## src/rtl/edge_det_pkg.sv

```systemverilog
// Shared types and helpers for the multi-channel edge detector.
// Mode encoding and the per-channel hit decode live here.
package edge_det_pkg;

    typedef enum logic [1:0] {
        ED_OFF  = 2'b00,
        ED_RISE = 2'b01,
        ED_FALL = 2'b10,
        ED_BOTH = 2'b11
    } ed_mode_e;

    function automatic logic edge_hit(
        input ed_mode_e mode,
        input logic     s,
        input logic     prev
    );
        logic rise;
        logic fall;
        logic hit;
        rise = s & ~prev;
        fall = ~s & prev;
        hit  = 1'b0;
        case (mode)
            ED_RISE: hit = rise;
            ED_FALL: hit = fall;
            ED_BOTH: hit = rise | fall;
            default: hit = 1'b0;
        endcase
        return hit;
    endfunction

endpackage

```

## src/rtl/multi_edge_detector_ch.sv

```systemverilog
// One edge-detector channel: synchroniser, previous level, pulse,
// sticky flag and saturating event counter.
module multi_edge_detector_ch
    import edge_det_pkg::*;
#(
    parameter int SYNC_STAGES = 2,
    parameter int CNT_W       = 8
) (
    input  logic             clk,
    input  logic             rst,
    input  logic             signal_i,
    input  logic [1:0]       mode_i,
    input  logic             warm_i,
    input  logic             clr_i,
    input  logic             cnt_clr_i,
    output logic             ed_o,
    output logic             sticky_o,
    output logic             sticky_d_o,
    output logic [CNT_W-1:0] cnt_o
);

    localparam logic [CNT_W-1:0] CNT_MAX = '1;
    localparam logic [CNT_W-1:0] CNT_ONE = CNT_W'(1);

    logic             s;
    logic             prev_q;
    logic             ed_q;
    logic             ed_d;
    logic             sticky_q;
    logic             sticky_d;
    logic [CNT_W-1:0] cnt_q;
    logic [CNT_W-1:0] cnt_d;

    generate
        if (SYNC_STAGES == 0) begin : g_nosync
            assign s = signal_i;
        end else begin : g_sync
            logic [SYNC_STAGES-1:0] sync_q;
            always_ff @(posedge clk or posedge rst) begin
                if (rst) begin
                    sync_q <= '0;
                end else begin
                    sync_q[0] <= signal_i;
                    for (int k = 1; k < SYNC_STAGES; k++) begin
                        sync_q[k] <= sync_q[k-1];
                    end
                end
            end
            assign s = sync_q[SYNC_STAGES-1];
        end
    endgenerate

    // prev follows s in every mode so a mode switch never sees a stale level
    always_comb begin
        ed_d     = ~warm_i & edge_hit(ed_mode_e'(mode_i), s, prev_q);
        sticky_d = ed_d | (sticky_q & ~clr_i);
        cnt_d    = cnt_q;
        if (cnt_clr_i) begin
            cnt_d = ed_d ? CNT_ONE : '0;
        end else if (ed_d && (cnt_q != CNT_MAX)) begin
            cnt_d = cnt_q + CNT_ONE;
        end
    end

    always_ff @(posedge clk or posedge rst) begin
        if (rst) begin
            prev_q   <= 1'b0;
            ed_q     <= 1'b0;
            sticky_q <= 1'b0;
            cnt_q    <= '0;
        end else begin
            prev_q   <= s;
            ed_q     <= ed_d;
            sticky_q <= sticky_d;
            cnt_q    <= cnt_d;
        end
    end

    assign ed_o       = ed_q;
    assign sticky_o   = sticky_q;
    assign sticky_d_o = sticky_d;
    assign cnt_o      = cnt_q;

endmodule

```

## src/rtl/multi_edge_detector.sv

```systemverilog
// Multi-channel edge detector top: global warm-up after reset,
// per-channel instances and the masked, registered interrupt.
module multi_edge_detector
    import edge_det_pkg::*;
#(
    parameter int NUM_CH      = 4,
    parameter int SYNC_STAGES = 2,
    parameter int CNT_W       = 8
) (
    input  logic                    clk,
    input  logic                    rst,
    input  logic [NUM_CH-1:0]       signal,
    input  logic [2*NUM_CH-1:0]     mode,
    input  logic [NUM_CH-1:0]       irq_en,
    input  logic [NUM_CH-1:0]       clr,
    input  logic                    cnt_clr,
    output logic [NUM_CH-1:0]       ed,
    output logic [NUM_CH-1:0]       evt_sticky,
    output logic [NUM_CH*CNT_W-1:0] evt_cnt,
    output logic                    irq
);

    localparam int WW = $clog2(SYNC_STAGES + 2);
    localparam logic [WW-1:0] WARM_LAST = WW'(SYNC_STAGES + 1);

    logic [WW-1:0]     warm_q;
    logic [WW-1:0]     warm_d;
    logic              warm;
    logic [NUM_CH-1:0] sticky_d;
    logic              irq_q;
    logic              irq_d;

    // hits are masked until the sync chain and prev hold the real level
    assign warm = (warm_q != WARM_LAST);

    always_comb begin
        warm_d = warm_q;
        if (warm) begin
            warm_d = warm_q + WW'(1);
        end
        irq_d = |(sticky_d & irq_en);
    end

    always_ff @(posedge clk or posedge rst) begin
        if (rst) begin
            warm_q <= '0;
            irq_q  <= 1'b0;
        end else begin
            warm_q <= warm_d;
            irq_q  <= irq_d;
        end
    end

    generate
        for (genvar i = 0; i < NUM_CH; i++) begin : g_ch
            multi_edge_detector_ch #(
                .SYNC_STAGES (SYNC_STAGES),
                .CNT_W       (CNT_W)
            ) u_ch (
                .clk        (clk),
                .rst        (rst),
                .signal_i   (signal[i]),
                .mode_i     (mode[2*i +: 2]),
                .warm_i     (warm),
                .clr_i      (clr[i]),
                .cnt_clr_i  (cnt_clr),
                .ed_o       (ed[i]),
                .sticky_o   (evt_sticky[i]),
                .sticky_d_o (sticky_d[i]),
                .cnt_o      (evt_cnt[CNT_W*i +: CNT_W])
            );
        end
    endgenerate

    assign irq = irq_q;

endmodule

```

## config.mk

```make
export PLATFORM = sky130hd
export DESIGN_NAME = multi_edge_detector
export DESIGN_NICKNAME = d
export VERILOG_FILES = /design/src/rtl/edge_det_pkg.sv /design/src/rtl/multi_edge_detector_ch.sv /design/src/rtl/multi_edge_detector.sv
export SDC_FILE = /design/constraint.sdc
export NUM_CORES = 1
export LEC_CHECK = 0
export ABC_AREA = 1
export BUFFER_PORTS_ARGS = -buffer_cell sky130_fd_sc_hd__buf_2
export CAP_MARGIN = 20
export CORE_ASPECT_RATIO = 0.5
export CORE_MARGIN = 8
export CORE_UTILIZATION = 40
export CTS_BUF_LIST = sky130_fd_sc_hd__clkbuf_16
export DETAILED_ROUTE_END_ITERATION = 12
export HOLD_SLACK_MARGIN = 0.02
export SYNTH_ARGS = -nofsm -noshare
export SYNTH_HDL_FRONTEND = slang
export SYNTH_SLANG_ARGS = --single-unit
```

## constraint.sdc

```tcl
create_clock -name clk -period 2.5 [get_ports clk]
set_clock_uncertainty 0.1 [all_clocks]
set_input_delay 0.5 -clock clk [delete_from_list [all_inputs] [get_ports clk]]
set_output_delay 0.5 -clock clk [all_outputs]
set_load 0.05 [all_outputs]
```

==> qor.yml <==
synthesis:
  synth_compound_area_frac: 0.04255
  ys_ff_latch: 55
  ys_warn_count: 0
  syn_area_mm2: 0.003117
  synth_top_family_by_area: "simple AND/OR/NAND/NOR gates"
  muxShareOfSynthArea: 0
  synth_fp_nets: 433
  yosysSeqAreaShare: 0.4416
  syn_area_per_cell_um2: 7.851
  syn_inst: 397
  yosys-top-cells-area: "dfrtp_1 (44%), nand2_1 (17%), inv_1 (5.9%)"
  synth.largest_area_cell: "dfrtp_1"
  synth.top_cell.area_share: 0.4416
  synth.distinct_cells: 30
  synthAdderAreaFrac: 0.05219
  synth-simple-area-share: 0.3364
  synth-xor-area-share: 0.03091
global_routing:
  grt_pass1_wl_um: 11870
  gr-total-overflow: 0
  grt_use_total: 0.1306
  antenna_found_initial: 0
  grt_max_degree: 34
  grt_pass1_vias: 2605
timing:
  hold_ws_ps: 126.7
  finalSetupTns_ps: 0
  finalHoldViolations: 0
  period_minus_slack_ps: 1695
  worst_slack_ps: 805.2
  rsz0062_at_grt: "no"
  slew_violations: 0
  max_freq_mhz: 590.1
  final-setup-viol-count: 0
  tightestPinTransition_ps: 614.4
  relSlewSlack: 0.5898
  period_share: 0.6779
placed_design:
  placed_area_mm2: 0.003483
  io_buffers: 63
  routabilityCongestion: 0.7672
  dp.cells: 544
  pre_cts_ws_ps: 846.6
  dp_hpwl_um: 5002
critical_path:
  slowest_stage: "dfrtp_1"
  worstSetupPathType: "flop to output pin"
  start_kind: "flop"
  worst-r2r-setup-slack_ps: 910
  reg2reg_depth: 9
  crit_arrival_ps: 1090
  r2r-end: "g_ch[2].u_ch.cnt_o[4]$_DFFE_PP0P_"
  r2r_start: "g_ch[2].u_ch.cnt_o[0]$_DFFE_PP0P_"
  endpoint_kind: "output pin"
  cp_cell_sequence: "buf_2"
  crit_family: "flip-flops"
  worst-path-buf-inv: 1
  cp.required_ps: 1900
  max_stage_delay_ps: 480
  crit_fanout: 7
layout:
  n_antenna_cell: 0
  final_cell_mix: "nand2_1 (143), buf_2 (63), dfrtp_1 (55)"
  finalNonFillerCells: 552
  final_common_cell: "nand2_1"
  fin_area_mm2: 0.003647
  area_delta_synth_final_pct: 17.02
  drive_gt1_frac: 0.2171
  fin_nets: 491
clock_network:
  cts_sinks: 55
  root_buffer: "clkbuf_16"
  post-cts-setup-buffers: 0
  clkLatencyLatePin_ps: 300
  h-tree-depth: 2
  cts_buffers: 5
  holdBufCountCts: 0
  path_clk_slew_ps: 70
  clk_path_buf_depth: 2
  cts.repair.resized: 0
  tritoncts: "yes"
routing:
  avgRoutedWirePerCell_um: 12.27
  wirelength_um: 6772
  vias: 2561
  drt-pass1-iter-count: 7
  drt_iter0_drc: 148
  antenna_left: 0
  remaining_drc_errors: 0
  vias_per_cell: 4.639
floorplanning:
  die_area_mm2: 0.01104
  initial_core_util: 0.4194
  row_count: 22
  die_h_um: 78.42
  placeableCoreArea_mm2: 0.007432
  ios: 64
  die_x_um: 140.8
flow_run:
  cap_violations: 0
power:
  p_leak_nw: 2.057
  power_density_mw_per_mm2: 602.0
  peakVddDrop_mv: 0.3826
status:
  status: "complete, no violations"
worst_hold_path:
  hold_class: "input port to asynchronous set/reset pin"
[metal layers]
layer | wire length (um) | vias to the layer above | global-route usage
li1 | - | 1339 | -
met1 | 3100 | 1163 | 0.1499
met2 | 3207 | 52 | 0.2312
met3 | 377 | 7 | 0.03561
met4 | 87 | 0 | 0.05000
met5 | 0 | - | 0
[worst max path at each step]
| stage | start | end | slack [ps] | depth (start not counted) |
|---|---|---|---|---|
| 6_report | g_ch[0].u_ch.cnt_o[5]$_DFFE_PP0P_ | evt_cnt[5] | 810 | 1 |
| 5_1_grt | g_ch[0].u_ch.cnt_o[0]$_DFFE_PP0P_ | g_ch[0].u_ch.cnt_o[0]$_DFFE_PP0P_ | 740 | 9 |
| 4_1_cts | g_ch[0].u_ch.cnt_o[5]$_DFFE_PP0P_ | evt_cnt[5] | 800 | 1 |
| 3_5_place_dp | cnt_clr | g_ch[0].u_ch.cnt_o[5]$_DFFE_PP0P_ | 850 | 6 |
| 3_3_place_gp | cnt_clr | g_ch[0].u_ch.cnt_o[5]$_DFFE_PP0P_ | 830 | 6 |
| 2_1_floorplan | rst | g_ch[0].u_ch.cnt_o[0]$_DFFE_PP0P_ | 560 | 1 |
[state kept, by name (all words and copies together) (netlist names)]
name	count
g_ch.u_ch.ed_o	4
g_ch.u_ch.cnt_o	32
warm_q	2
g_ch.u_ch.sticky_o	4
g_ch.u_ch.prev_q	4
g_ch.u_ch.g_sync.sync_q	8
irq	1
[cell usage after synthesis (all sizes together)]
library cell and n:
a21oi 5, buf 12, clkbuf 2, dfrtp 55, ha 13, inv 53
nand2 149, nand3 40, nand3b 2, nand4 5, nor2 34, nor3 1
nor3b 1, o211ai 1, o21ai 5, o21bai 8, xnor2 3, xor2 8
[stage by stage]
stage / util / total power (W)
global placement: 0.4687 / 0.001423
global route: 0.4907 / 0.002294
floorplan: - / 0.001329
CTS: 0.4907 / 0.002223
detailed placement: 0.4687 / 0.001426
finish: 0.4907 / 0.002196
[cells by family (layout without fill, tap and decap cells)]
| group | Yosys count | after routing |
|---|---|---|
| AO/OA/AOI/OAI | 19 | 19 |
| XOR/XNOR | 11 | 11 |
| adder cells (fa/ha/maj) | 13 | 13 |
| buffers and inverters | 67 | 126 |
| AND/OR/NAND/NOR | 232 | 232 |
| flip-flops | 55 | 55 |
[cell type report]
type	instances	area (um^2)
clock inverters	3	38.79
inverters	53	203.9
clock buffers	5	125.1
multi-input cells	275	1440
flip-flops and latches	55	1376
repair buffers	65	342.8
well taps	96	120.1
fillers	727	3785
[report_power, final]
group / total (W) / switching [W] / internal, W
Combinational: 0.000414 / 0.000307 / 0.000107
Clock: 0.000792 / 0.000324 / 0.000468
Sequential: 0.000990 / 0.0000490 / 0.000941
Total: 0.00220 / 0.000680 / 0.00152
Power figures use the tool's default switching activity.
